File: src/rtl/instr_sequencer_pkg.sv
// Shared definitions for the instruction sequencer: control-word layout,
// instruction class codes and FSM state encodings.
package instr_sequencer_pkg;

    localparam int CW_DA_LSB = 13;
    localparam int CW_AA_LSB = 10;
    localparam int CW_BA_LSB = 7;
    localparam int CW_MB_BIT = 6;
    localparam int CW_FS_LSB = 2;
    localparam int CW_MD_BIT = 1;
    localparam int CW_RW_BIT = 0;
    localparam int REG_W     = 3;
    localparam int FS_W      = 4;

    typedef enum logic [2:0] {
        CLS_ALU  = 3'b000,
        CLS_ALUI = 3'b001,
        CLS_LD   = 3'b010,
        CLS_ST   = 3'b011,
        CLS_BRZ  = 3'b100,
        CLS_BRN  = 3'b101,
        CLS_JMP  = 3'b110,
        CLS_MISC = 3'b111
    } instr_cls_e;

    localparam logic [3:0] OP_HALT = 4'b1111;

    typedef enum logic [1:0] {
        ST_IDLE  = 2'b00,
        ST_FETCH = 2'b01,
        ST_EXEC  = 2'b10,
        ST_HALT  = 2'b11
    } seq_state_e;

    function automatic logic [15:0] pack_ctrwrd(
        input logic [REG_W-1:0] da,
        input logic [REG_W-1:0] aa,
        input logic [REG_W-1:0] ba,
        input logic             mb,
        input logic [FS_W-1:0]  fs,
        input logic             md,
        input logic             rw
    );
        logic [15:0] w;
        w = '0;
        w[CW_DA_LSB +: REG_W] = da;
        w[CW_AA_LSB +: REG_W] = aa;
        w[CW_BA_LSB +: REG_W] = ba;
        w[CW_MB_BIT]          = mb;
        w[CW_FS_LSB +: FS_W]  = fs;
        w[CW_MD_BIT]          = md;
        w[CW_RW_BIT]          = rw;
        return w;
    endfunction

endpackage

File: src/rtl/instr_sequencer_decode.sv
// Combinational instruction decoder: IR -> datapath control word, constant,
// write strobe and branch/halt qualifiers.
module instr_decode
    import instr_sequencer_pkg::*;
(
    input  logic [15:0] ir,
    output logic [15:0] ctrwrd,
    output logic [15:0] cin,
    output logic        mw,
    output logic        is_branch,
    output logic        br_uncond,
    output logic        br_on_n,
    output logic        is_halt,
    output logic [5:0]  off6
);

    logic [2:0] cls;
    logic [3:0] op;
    logic [2:0] dr;
    logic [2:0] sa;
    logic [2:0] sb;

    assign cls  = ir[15:13];
    assign op   = ir[12:9];
    assign dr   = ir[8:6];
    assign sa   = ir[5:3];
    assign sb   = ir[2:0];
    assign off6 = {ir[8:6], ir[2:0]};

    always_comb begin
        ctrwrd    = '0;
        cin       = '0;
        mw        = 1'b0;
        is_branch = 1'b0;
        br_uncond = 1'b0;
        br_on_n   = 1'b0;
        is_halt   = 1'b0;
        case (instr_cls_e'(cls))
            CLS_ALU:  ctrwrd = pack_ctrwrd(dr, sa, sb, 1'b0, op, 1'b0, 1'b1);
            CLS_ALUI: begin
                ctrwrd = pack_ctrwrd(dr, sa, sb, 1'b1, op, 1'b0, 1'b1);
                cin    = {13'b0, sb};
            end
            CLS_LD:   ctrwrd = pack_ctrwrd(dr, sa, 3'b000, 1'b0, 4'b0000, 1'b1, 1'b1);
            CLS_ST: begin
                ctrwrd = pack_ctrwrd(3'b000, sa, sb, 1'b0, 4'b0000, 1'b0, 1'b0);
                mw     = 1'b1;
            end
            CLS_BRZ: begin
                ctrwrd    = pack_ctrwrd(3'b000, sa, 3'b000, 1'b0, 4'b0000, 1'b0, 1'b0);
                is_branch = 1'b1;
            end
            CLS_BRN: begin
                ctrwrd    = pack_ctrwrd(3'b000, sa, 3'b000, 1'b0, 4'b0000, 1'b0, 1'b0);
                is_branch = 1'b1;
                br_on_n   = 1'b1;
            end
            CLS_JMP: begin
                is_branch = 1'b1;
                br_uncond = 1'b1;
            end
            CLS_MISC: is_halt = (op == OP_HALT);
            default:  ctrwrd = '0;
        endcase
    end

endmodule

File: src/rtl/instr_sequencer.sv
// Multi-cycle fetch/execute sequencer: owns PC, IR and the control FSM and
// presents the decoded control word to the datapath for one EXEC cycle.
//
// state    | meaning
// ST_IDLE  | waiting for run
// ST_FETCH | requesting instruction at PC until ack
// ST_EXEC  | one cycle driving decoded control word, branch resolve
// ST_HALT  | HALT executed, only reset leaves
module instr_sequencer
    import instr_sequencer_pkg::*;
#(
    parameter int                ADDR_W   = 16,
    parameter logic [ADDR_W-1:0] RESET_PC = '0
) (
    input  logic              CLK,
    input  logic              RESET,
    input  logic              run,
    output logic              imem_req,
    output logic [ADDR_W-1:0] imem_addr,
    input  logic [15:0]       imem_rdata,
    input  logic              imem_ack,
    output logic [15:0]       CTRWRD,
    output logic [15:0]       Cin,
    output logic              MW,
    input  logic              V,
    input  logic              C,
    input  logic              N,
    input  logic              Z,
    output logic              halted
);

    seq_state_e        state_q, state_d;
    logic [ADDR_W-1:0] pc_q;
    logic [15:0]       ir_q;

    logic [15:0] dec_ctrwrd;
    logic [15:0] dec_cin;
    logic        dec_mw;
    logic        dec_is_branch;
    logic        dec_br_uncond;
    logic        dec_br_on_n;
    logic        dec_is_halt;
    logic [5:0]  dec_off6;

    logic              take_branch;
    logic [ADDR_W-1:0] off_ext;
    logic              unused_flags;

    instr_decode u_decode (
        .ir        (ir_q),
        .ctrwrd    (dec_ctrwrd),
        .cin       (dec_cin),
        .mw        (dec_mw),
        .is_branch (dec_is_branch),
        .br_uncond (dec_br_uncond),
        .br_on_n   (dec_br_on_n),
        .is_halt   (dec_is_halt),
        .off6      (dec_off6)
    );

    // V and C feed no branch condition in this instruction set.
    assign unused_flags = V ^ C;

    assign off_ext     = {{(ADDR_W-6){dec_off6[5]}}, dec_off6};
    assign take_branch = dec_is_branch & (dec_br_uncond | (dec_br_on_n ? N : Z));
    assign imem_addr   = pc_q;

    always_ff @(posedge CLK or negedge RESET) begin
        if (!RESET) begin
            state_q <= ST_IDLE;
            pc_q    <= RESET_PC;
            ir_q    <= '0;
        end else begin
            state_q <= state_d;
            if (state_q == ST_FETCH && imem_ack) begin
                ir_q <= imem_rdata;
                pc_q <= pc_q + ADDR_W'(1);
            end else if (state_q == ST_EXEC && take_branch) begin
                pc_q <= pc_q + off_ext;
            end
        end
    end

    always_comb begin
        state_d  = state_q;
        imem_req = 1'b0;
        CTRWRD   = '0;
        Cin      = '0;
        MW       = 1'b0;
        halted   = 1'b0;
        case (state_q)
            ST_IDLE: begin
                if (run) state_d = ST_FETCH;
            end
            ST_FETCH: begin
                imem_req = 1'b1;
                if (imem_ack) state_d = ST_EXEC;
            end
            ST_EXEC: begin
                CTRWRD = dec_ctrwrd;
                Cin    = dec_cin;
                MW     = dec_mw;
                if (dec_is_halt)  state_d = ST_HALT;
                else if (run)     state_d = ST_FETCH;
                else              state_d = ST_IDLE;
            end
            ST_HALT: halted = 1'b1;
            default: state_d = ST_IDLE;
        endcase
    end

endmodule

File: config.mk
export PLATFORM = sky130hd
export DESIGN_NAME = instr_sequencer
export DESIGN_NICKNAME = d
export VERILOG_FILES = /design/src/rtl/instr_sequencer_pkg.sv /design/src/rtl/instr_sequencer_decode.sv /design/src/rtl/instr_sequencer.sv
export SDC_FILE = /design/constraint.sdc
export NUM_CORES = 1
export LEC_CHECK = 0
export ABC_AREA = 1
export BUFFER_PORTS_ARGS = -buffer_cell sky130_fd_sc_hd__buf_4
export CORE_MARGIN = 10
export CORE_UTILIZATION = 40
export CTS_BUF_LIST = sky130_fd_sc_hd__clkbuf_8
export CTS_CLUSTER_DIAMETER = 100
export DETAILED_ROUTE_END_ITERATION = 12
export PLACE_DENSITY = 0.73
export SETUP_SLACK_MARGIN = 0.4
export SLEW_MARGIN = 20
export SYNTH_ARGS = -nofsm -noshare
export SYNTH_HDL_FRONTEND = slang
export SYNTH_HIERARCHICAL = 1
export SYNTH_SLANG_ARGS = --single-unit
File: constraint.sdc
create_clock -name CLK -period 4.7 [get_ports CLK]
set_input_delay 0.47 -clock CLK [delete_from_list [all_inputs] [get_ports CLK]]
set_output_delay 0.47 -clock CLK [all_outputs]
set_load 0.1 [all_outputs]
==> results of run 1 <==
kinds of logic (layout without fill, tap and decap cells):
| group | after synthesis | after routing | share of synthesized area, % |
|---|---|---|---|
| AO/OA/AOI/OAI | 34 | 34 | 7.32 |
| other | 1 | 13 | 0.127 |
| buffers and inverters | 120 | 154 | 19.1 |
| flip-flops | 34 | 34 | 28.8 |
| adder cells (fa/ha/maj) | 11 | 11 | 4.91 |
| AND/OR/NAND/NOR | 271 | 271 | 37.9 |
| XOR/XNOR | 6 | 6 | 1.78 |
routing by layer:
metal  share of wire (%)  up-vias
met5                   0        -
met4                 1.2        0
met3                 5.5        8
met2                  47       70
met1                  46     1313
li1                    -     1488
placed cells by master, fill, tap and decap left out, types with 2 or more instances in the layout:
| cell | count |
|---|---|
| clkinvlp_4 | 2 |
| clkbuf_8 | 5 |
| nand2_4 | 2 |
| inv_1 | 82 |
| ha_1 | 10 |
| nor2_1 | 40 |
| nand2_2 | 10 |
| nor2_2 | 2 |
| a21oi_1 | 6 |
| dfrtp_1 | 34 |
| xnor2_1 | 2 |
| a41oi_1 | 5 |
| inv_2 | 4 |
| nand2_1 | 181 |
| o21ai_0 | 15 |
| buf_4 | 60 |
| xor2_1 | 4 |
| or2_2 | 2 |
| nand3_1 | 29 |
| conb_1 | 13 |
| nand3b_1 | 2 |
state kept, by name (all words and copies together), names as in the netlist:
register	count
imem_addr	16
state_q	2
ir_q	16
critical path, cell delays in order, from the launching register on:
cell and delay [ns]:
dfrtp_1 0.39, inv_1 0.09, ha_1 0.26, nand2_4 0.35, inv_1 0.42, or2_2 0.40, ha_1 0.23, fa_1 0.42
nand3_1 0.10, nand2_1 0.07, nand2_1 0.12, nand2_1 0.06, nand3_1 0.09, nand2_1 0.09, nand2_1 0.11, nand3_1 0.08
nand3_1 0.11, nand2_1 0.06
cell type report:
| cell class | instances | area, um^2 | area share (%) |
|---|---|---|---|
| Sequential cell | 34 | 851 | 24.7 |
| Timing Repair Buffer | 60 | 450 | 13.1 |
| Clock buffer | 5 | 68.8 | 2.00 |
| Clock inverter | 3 | 45.0 | 1.31 |
| Multi-Input combinational cell | 335 | 1580 | 46.0 |
| Inverter | 86 | 323 | 9.37 |
| Tap cell | 99 | 124 | 3.59 |
cell usage after synthesis (all sizes together):
cell type,number
a221oi,1
a41o,1
clkbuf,4
buf,30
o21ai,17
a41oi,5
nand3,30
xnor2,2
dfrtp,34
o41ai,1
ha,10
fa,1
nor3,1
a31oi,1
nor2,42
xor2,4
conb,1
nand3b,2
o2111ai,1
nand2,193
a21boi,1
or2,2
a21oi,6
nand4,1
inv,86
path summary, 6_finish.rpt:
kind                                 from            end  slack [ns]
hold / removal                      RESET       ir_q[10]        0.12
hold reg to reg                   ir_q[3]        ir_q[3]        0.49
setup / recovery               state_q[1]  imem_addr[12]        1.12
min in group CLK           imem_rdata[10]       ir_q[10]        0.36
setup reg to reg               state_q[1]  imem_addr[12]        1.12
max in group asynchronous           RESET   imem_addr[7]        4.25
metrics by stage:
step / util, % / std cells / hold slack, ns / worst slack (ns) / cell area, um^2
final: 47.8 / 622 / 0.117 / 1.12 / 3450
after global routing: 47.8 / 622 / 0.146 / 0.850 / 3450
after CTS: 47.8 / 622 / 0.132 / 1.14 / 3450
after detailed placement: 46.2 / 614 / 0.462 / 1.17 / 3330
after global placement: 46.2 / 614 / 0.459 / 1.24 / 3330
after floorplan: - / 489 / 0.174 / 1.23 / 3000
==> impl_metrics.ini, run 1 <==
[synthesis]
synth_area_um2 = 2960
yosys-top-cells-area = dfrtp_1, nand2_1, inv_1, buf_4, nor2_1
ys_ff_latch = 34
synth.top_cell.area_share_pct = 28.8
yosysTopAreaCell = dfrtp_1
ys_warn_count = 6
yosysSeqAreaShare_pct = 28.8
avgSynthCellArea_um2 = 6.20
ys_types = 36
postSynthCellCount = 477

[outcome]
status = finished, final reports clean

[place]
port_buffers = 59
place_congestion = 0.935
hpwl_um = 5660

[worst_setup_path]
reg2reg_depth = 17
worstSetupPathType = register to register
crit_path_start_kind = register
worst_setup_path_end_kind = register
worst_ep_arrival_time_ns = 3.77
required_ns = 4.89
path_max_fanout = 35

[sta]
hold_viol = 0
period_share_pct = 76.2
worstMarginPinSlew_ns = 0.718
setup_violations = 0
fmax_mhz = 279
tns_ns = 0
slew_headroom_pct = 52.1
fin_skew_ns = 0.00705
rsz0062_at_grt = no
report.final.slew_viol_count = 0
fin_crit_ns = 3.58

[floorplan]
die_w_um = 106
start_util_pct = 41.0
die_area_um2 = 11200
rows = 31
io_pins = 75
die_h_um = 106
core_um2 = 7210

[drt]
wl_per_cell_um = 12.1
drt_iter0_markers = 136
dr_total_vias = 2879
ant_nets = 0
drc_errors = 0
drt-total-wl_um = 7550
via_per_inst = 4.63
drt-pass1-iter-count = 4

[global_routing]
gr-total-overflow = 0
grtUsageMet1_pct = 16.1
grt_pass1_wl_um = 12300
antenna_found_initial = 0
busiest_layer = met2
grt_pass1_vias = 2605
gr-usage-met3_pct = 3.32
grt_util_met2_pct = 21.7
grt_max_degree = 37
grt_usage_pct = 13.1

[clocking]
cts.sinks = 34
cts_setup_buffers = 0
holdBufCountCts = 0
root_buffer = clkbuf_8
clockBufferDepth = 2
cts_buffers = 5
cts_tree = yes
h-tree-depth = 2
cts_resized = 0
clk_latency_ns = 0.30
path_clk_slew_ns = 0.08

[final_layout]
synthToLayoutAreaGrowth_pct = 16.6
nNetsFinal = 557
fillCellCount = 768
drive_above_1_share_pct = 17.4
diodes = 0

[job]
drv_cap = 0

[hold_path]
hold_path.class = input port to async pin
Power of run 1 is not shown: default switching activity piles up to over one toggle a cycle in this logic, so the estimate is an artifact.
==> run 2: changes to the inputs <==
- clock period: 4.7 -> 3.5 ns (I/O delays scaled with it)
==> impl_metrics.ini, run 2 (same netlist as run 1, synthesis figures left out) <==
[global_routing]
grt_pass1_vias = 2678
grt_max_degree = 36
grt_usage_pct = 13.2
gr-total-overflow = 0
antenna_found_initial = 0
grt_pass1_wl_um = 12500

[clocking]
cts_setup_buffers = 0
path_clk_slew_ns = 0.08
cts_resized = 0
clk_latency_ns = 0.29
clockBufferDepth = 2
cts_tree = yes
cts_buffers = 5
holdBufCountCts = 0
cts.sinks = 34
h-tree-depth = 2
root_buffer = clkbuf_8

[sta]
fin_crit_ns = 2.75
fin_skew_ns = 0.0118
whs_ns = -0.00300
rsz0062_at_grt = no
period_share_pct = 78.4
setup_violations = 0
fmax_mhz = 364
report.final.slew_viol_count = 0
tns_ns = 0
hold_viol = 1

[worst_setup_path]
path_max_fanout = 5
required_ns = 3.69
worst_setup_path_end_kind = register
worstSetupPathType = register to register
reg2reg_depth = 17
worst_ep_arrival_time_ns = 2.93
crit_path_start_kind = register
reg2reg_slack_ns = 0.75

[final_layout]
diodes = 0
final_cell_mix = nand2_1, inv_1, buf_4
final_util_pct = 48.6
nNetsFinal = 560
drive_above_1_share_pct = 18.1
layout.cells.most_common = nand2_1
fillCellCount = 755
synthToLayoutAreaGrowth_pct = 18.8

[outcome]
failed_checks = hold timing
status = complete, but fails checks

[drt]
drc_errors = 0
drt-total-wl_um = 7490
dr_total_vias = 2867
ant_nets = 0
via_per_inst = 4.59
drt-pass1-iter-count = 4
drt_iter0_markers = 195
wl_per_cell_um = 12.0

[job]
drv_cap = 0

[floorplan]
core_um2 = 7210
die_h_um = 106
start_util_pct = 41.0
rows = 31
io_pins = 75
die_area_um2 = 11200
die_w_um = 106

[place]
port_buffers = 59
hpwl_um = 5880
place_congestion = 0.879

[hold_path]
hold_path.class = input port to async pin
-- run 2: through the flow --
step                std cells  instance area (um^2)  setup WS, ns  hold slack [ns]
floorplan                 489                  3010         0.542           0.0544
global placement          617                  3370         0.818            0.329
detailed placement        617                  3370         0.746            0.332
CTS                       625                  3510         0.739           0.0123
global route              625                  3510         0.519           0.0370
finish                    625                  3510         0.755         -0.00300
-- run 2: metal layers --
layer	global-route usage [%]	wire length, um
met5	0	0
met4	4.16	107
met3	2.66	263
met2	23.1	3770
met1	15.8	3350
-- run 2: layout make-up --
class                   instances  area [um^2]  share of cell area [%]
clock inverters                 2         60.1                    1.71
multi-input cells             335         1600                    45.5
clock buffers                   6         82.6                    2.35
well taps                      99          124                    3.53
inverters                      86          323                    9.20
repair buffers                 63          473                    13.5
flip-flops and latches         34          851                    24.2
-- run 2: path summary, 6_finish.rpt --
check | startpoint | to
max | state_q[1] | imem_addr[12]
min | RESET | ir_q[5]
max reg2reg | state_q[1] | imem_addr[12]
min reg2reg | ir_q[3] | ir_q[3]
max in group asynchronous | RESET | imem_addr[15]
min in group CLK | imem_rdata[6] | ir_q[6]
-- run 2: critical path, cell delays in order (launching register included) --
cell and delay (ns):
dfrtp_1 0.39, inv_1 0.11, ha_4 0.19, nand2_4 0.06, inv_1 0.04, or2_2 0.29, ha_1 0.23, fa_1 0.41
nand3_1 0.11, nand2_1 0.07, nand2_1 0.12, nand2_1 0.08, nand3_1 0.09, nand2_1 0.10, nand2_1 0.10, nand3_1 0.08
nand3_1 0.10, nand2_1 0.06
Power of run 2 is left out for the same reason.
==> run 3: changes to the inputs <==
- ABC_AREA: 1 -> 0
- PLACE_DENSITY: 0.73 -> 0.77
- clock period: 3.5 -> 2.2 ns (I/O delays scaled with it)
==> impl_metrics.ini, run 3 <==
[outcome]
status = complete, but fails checks
failed_checks = setup timing

[final_layout]
layout.cells.non_filler = 429
diodes = 0
layout.cells.most_common = buf_4
final_cell_mix = buf_4, dfrtp_1, and2_1
drive_above_1_share_pct = 46.9
nNetsFinal = 388
fillCellCount = 430
synthToLayoutAreaGrowth_pct = 57.4
design_area_um2 = 3850

[synthesis]
yosysSeqAreaShare_pct = 34.8
synthFlopType = dfrtp_1
ys_types = 51
ys_ff_latch = 34
synth_area_um2 = 2450
yosys.area_share.xor_xnor_pct = 4.65
postSynthCellCount = 265
synth_common_cells = and2_1, dfrtp_1, buf_4
avgSynthCellArea_um2 = 9.24
synth.mux.area_fraction_pct = 8.59
synth.top_cell.area_share_pct = 34.8
async_reset_ff_share_pct = 100
synth_top_family_by_area = simple AND/OR/NAND/NOR gates
yosys-top-cells-area = dfrtp_1, and2_1, buf_4, ha_1, mux2_1
synth-compound-area-share_pct = 9.41
synth-edff-count = 0
yosysTopAreaCell = dfrtp_1
yosysMostFrequentCell = and2_1
synthAdderAreaFrac_pct = 5.93
synthSimpleGateAreaFrac_pct = 28.0
ys_warn_count = 6

[floorplan]
die_h_um = 98.2
die_w_um = 98.2
start_util_pct = 41.3
rows = 28
core_um2 = 5920
die_area_um2 = 9650
io_pins = 75

[worst_setup_path]
crit_path_start_kind = register
crit_start = state_q[1]
reg2reg_depth = 11
path_cells = inv_2 -> ha_4 -> nand2_4 -> nand2b_1 -> ha_2 -> fa_2 -> a211oi_4 -> o21ai_2 -> or4_4 -> a21oi_2 -> xor2_1
crit_slowest_cell = or4_4
worstSetupPathType = register to register
cp_num_cells = 11
r2r_end = imem_addr[12]
reg2reg_from = state_q[1]
critPathBufInv = 1
cp_top_family = adder cells
reg2reg_slack_ns = -0.32
cp-endpoint = imem_addr[12]
path_max_fanout = 7
worst_ep_arrival_time_ns = 2.73
required_ns = 2.41
worst_setup_path_end_kind = register
max_stage_delay_ns = 0.42

[global_routing]
gr-total-overflow = 0
antenna_found_initial = 0
grt_pass1_vias = 2314
busiest_layer = met2
grt_usage_pct = 14.8
gr-usage-met3_pct = 3.95
grt_max_degree = 35
grtUsageMet1_pct = 16.5
grt_pass1_wl_um = 11900
grt_util_met2_pct = 26.4

[drt]
drc_errors = 0
drt-pass1-iter-count = 4
ant_nets = 0
drt_iter0_markers = 146
via_per_inst = 5.26
wl_per_cell_um = 18.5
drt-total-wl_um = 7950
dr_total_vias = 2258

[job]
drv_cap = 0

[place]
place_inst = 401
place_congestion = 0.880
dpl-instance-area_um2 = 3110
hpwl_um = 4740
port_buffers = 59

[clocking]
path_clk_slew_ns = 0.08
cts_buffers = 5
h-tree-depth = 2
root_buffer = clkbuf_8
clockBufferDepth = 2
cts.sinks = 34
clk_latency_ns = 0.29
cts_tree = yes

[sta]
hold_viol = 0
fin_skew_ns = 0.00733
setup_violations = 11
period_share_pct = 114
fmax_mhz = 397
rsz0062_at_grt = yes
finalWorstSetupSlack_ns = -0.317
slew_headroom_pct = 31.7
fin_crit_ns = 2.52
report.final.slew_viol_count = 0
worstMarginPinSlew_ns = 1.03

[hold_path]
hold_path.class = input port to register
-- run 3: cell count changes after synthesis, sizes merged, moves of 5 or more --
cell,change
xnor2,+7
a41oi,-5
inv,-80
nor3b,+5
and2,+52
buf,-7
nand3,-20
nand2,-174
mux2,+16
nor2,-32
-- run 3: worst register-to-register path: stages (launching register included) --
cell and delay [ns]:
dfrtp_1 0.40, inv_2 0.08, ha_4 0.17, nand2_4 0.08, nand2b_1 0.07, ha_2 0.18, fa_2 0.37, a211oi_4 0.26
o21ai_2 0.11, or4_4 0.42, a21oi_2 0.14, xor2_1 0.16
-- run 3: timing repair --
item                                    in CTS  in global routing
setup buffers                               10                  5
hold buffers                                 1                  0
endpoints found under the hold margin       34                  0
pin swaps                                   11                  4
resized for setup                           77                 26
endpoints found under the setup margin      32                 36
cloned                                       2                  2
-- run 3: worst min path at each step --
stage | endpoint | start | slack, ns | depth (start not counted)
2_1_floorplan | imem_addr[0] | RESET | -0.08 | 0
3_3_place_gp | imem_addr[3] | RESET | 0.20 | 1
3_5_place_dp | imem_addr[12] | RESET | 0.20 | 1
4_1_cts | ir_q[11] | imem_rdata[11] | 0.14 | 2
5_1_grt | ir_q[1] | imem_rdata[1] | 0.13 | 2
6_report | ir_q[1] | imem_rdata[1] | 0.14 | 2
-- run 3: cell type report --
cell class                 instances  area (um^2)  share of cell area, %
clock buffer                       6         82.6                   2.14
clock inverter                     2         8.76                  0.227
inverter                           6         25.0                  0.650
multi-input combinational        208         1640                   42.6
sequential                        34          851                   22.1
tap                               75         93.8                   2.44
timing repair buffer              98         1150                   29.9
-- run 3: cell families (layout without fill, tap and decap cells) --
kind of cell / Yosys count / in the layout
buffers and inverters: 35 / 112
DFF: 34 / 34
and+or+nand+nor: 118 / 118
AOI/OAI and AO/OA: 34 / 34
xor gates and xnor gates: 13 / 13
other: 1 / 13
adders and majority gates: 11 / 11
muxes: 19 / 19
-- run 3: per-stage QoR --
step	setup TNS (ns)	setup WS [ns]	hold slack, ns	utilization [%]
final	-2.69	-0.317	0.140	65.0
after global routing	-4.28	-0.433	0.132	65.0
after CTS	-1.45	-0.237	0.136	62.0
after detailed placement	-0.763	-0.214	0.198	52.5
after global placement	-0.333	-0.152	0.202	52.5
after floorplan	-4.05	-0.589	-0.0756	-
-- run 3: per-layer routing --
metal | vias to the layer above | part of all wire, %
met3 | 24 | 6.6
li1 | 1046 | -
met1 | 1100 | 38
met2 | 88 | 52
met5 | - | 0
met4 | 0 | 3.1
Power of run 3 is left out for the same reason.
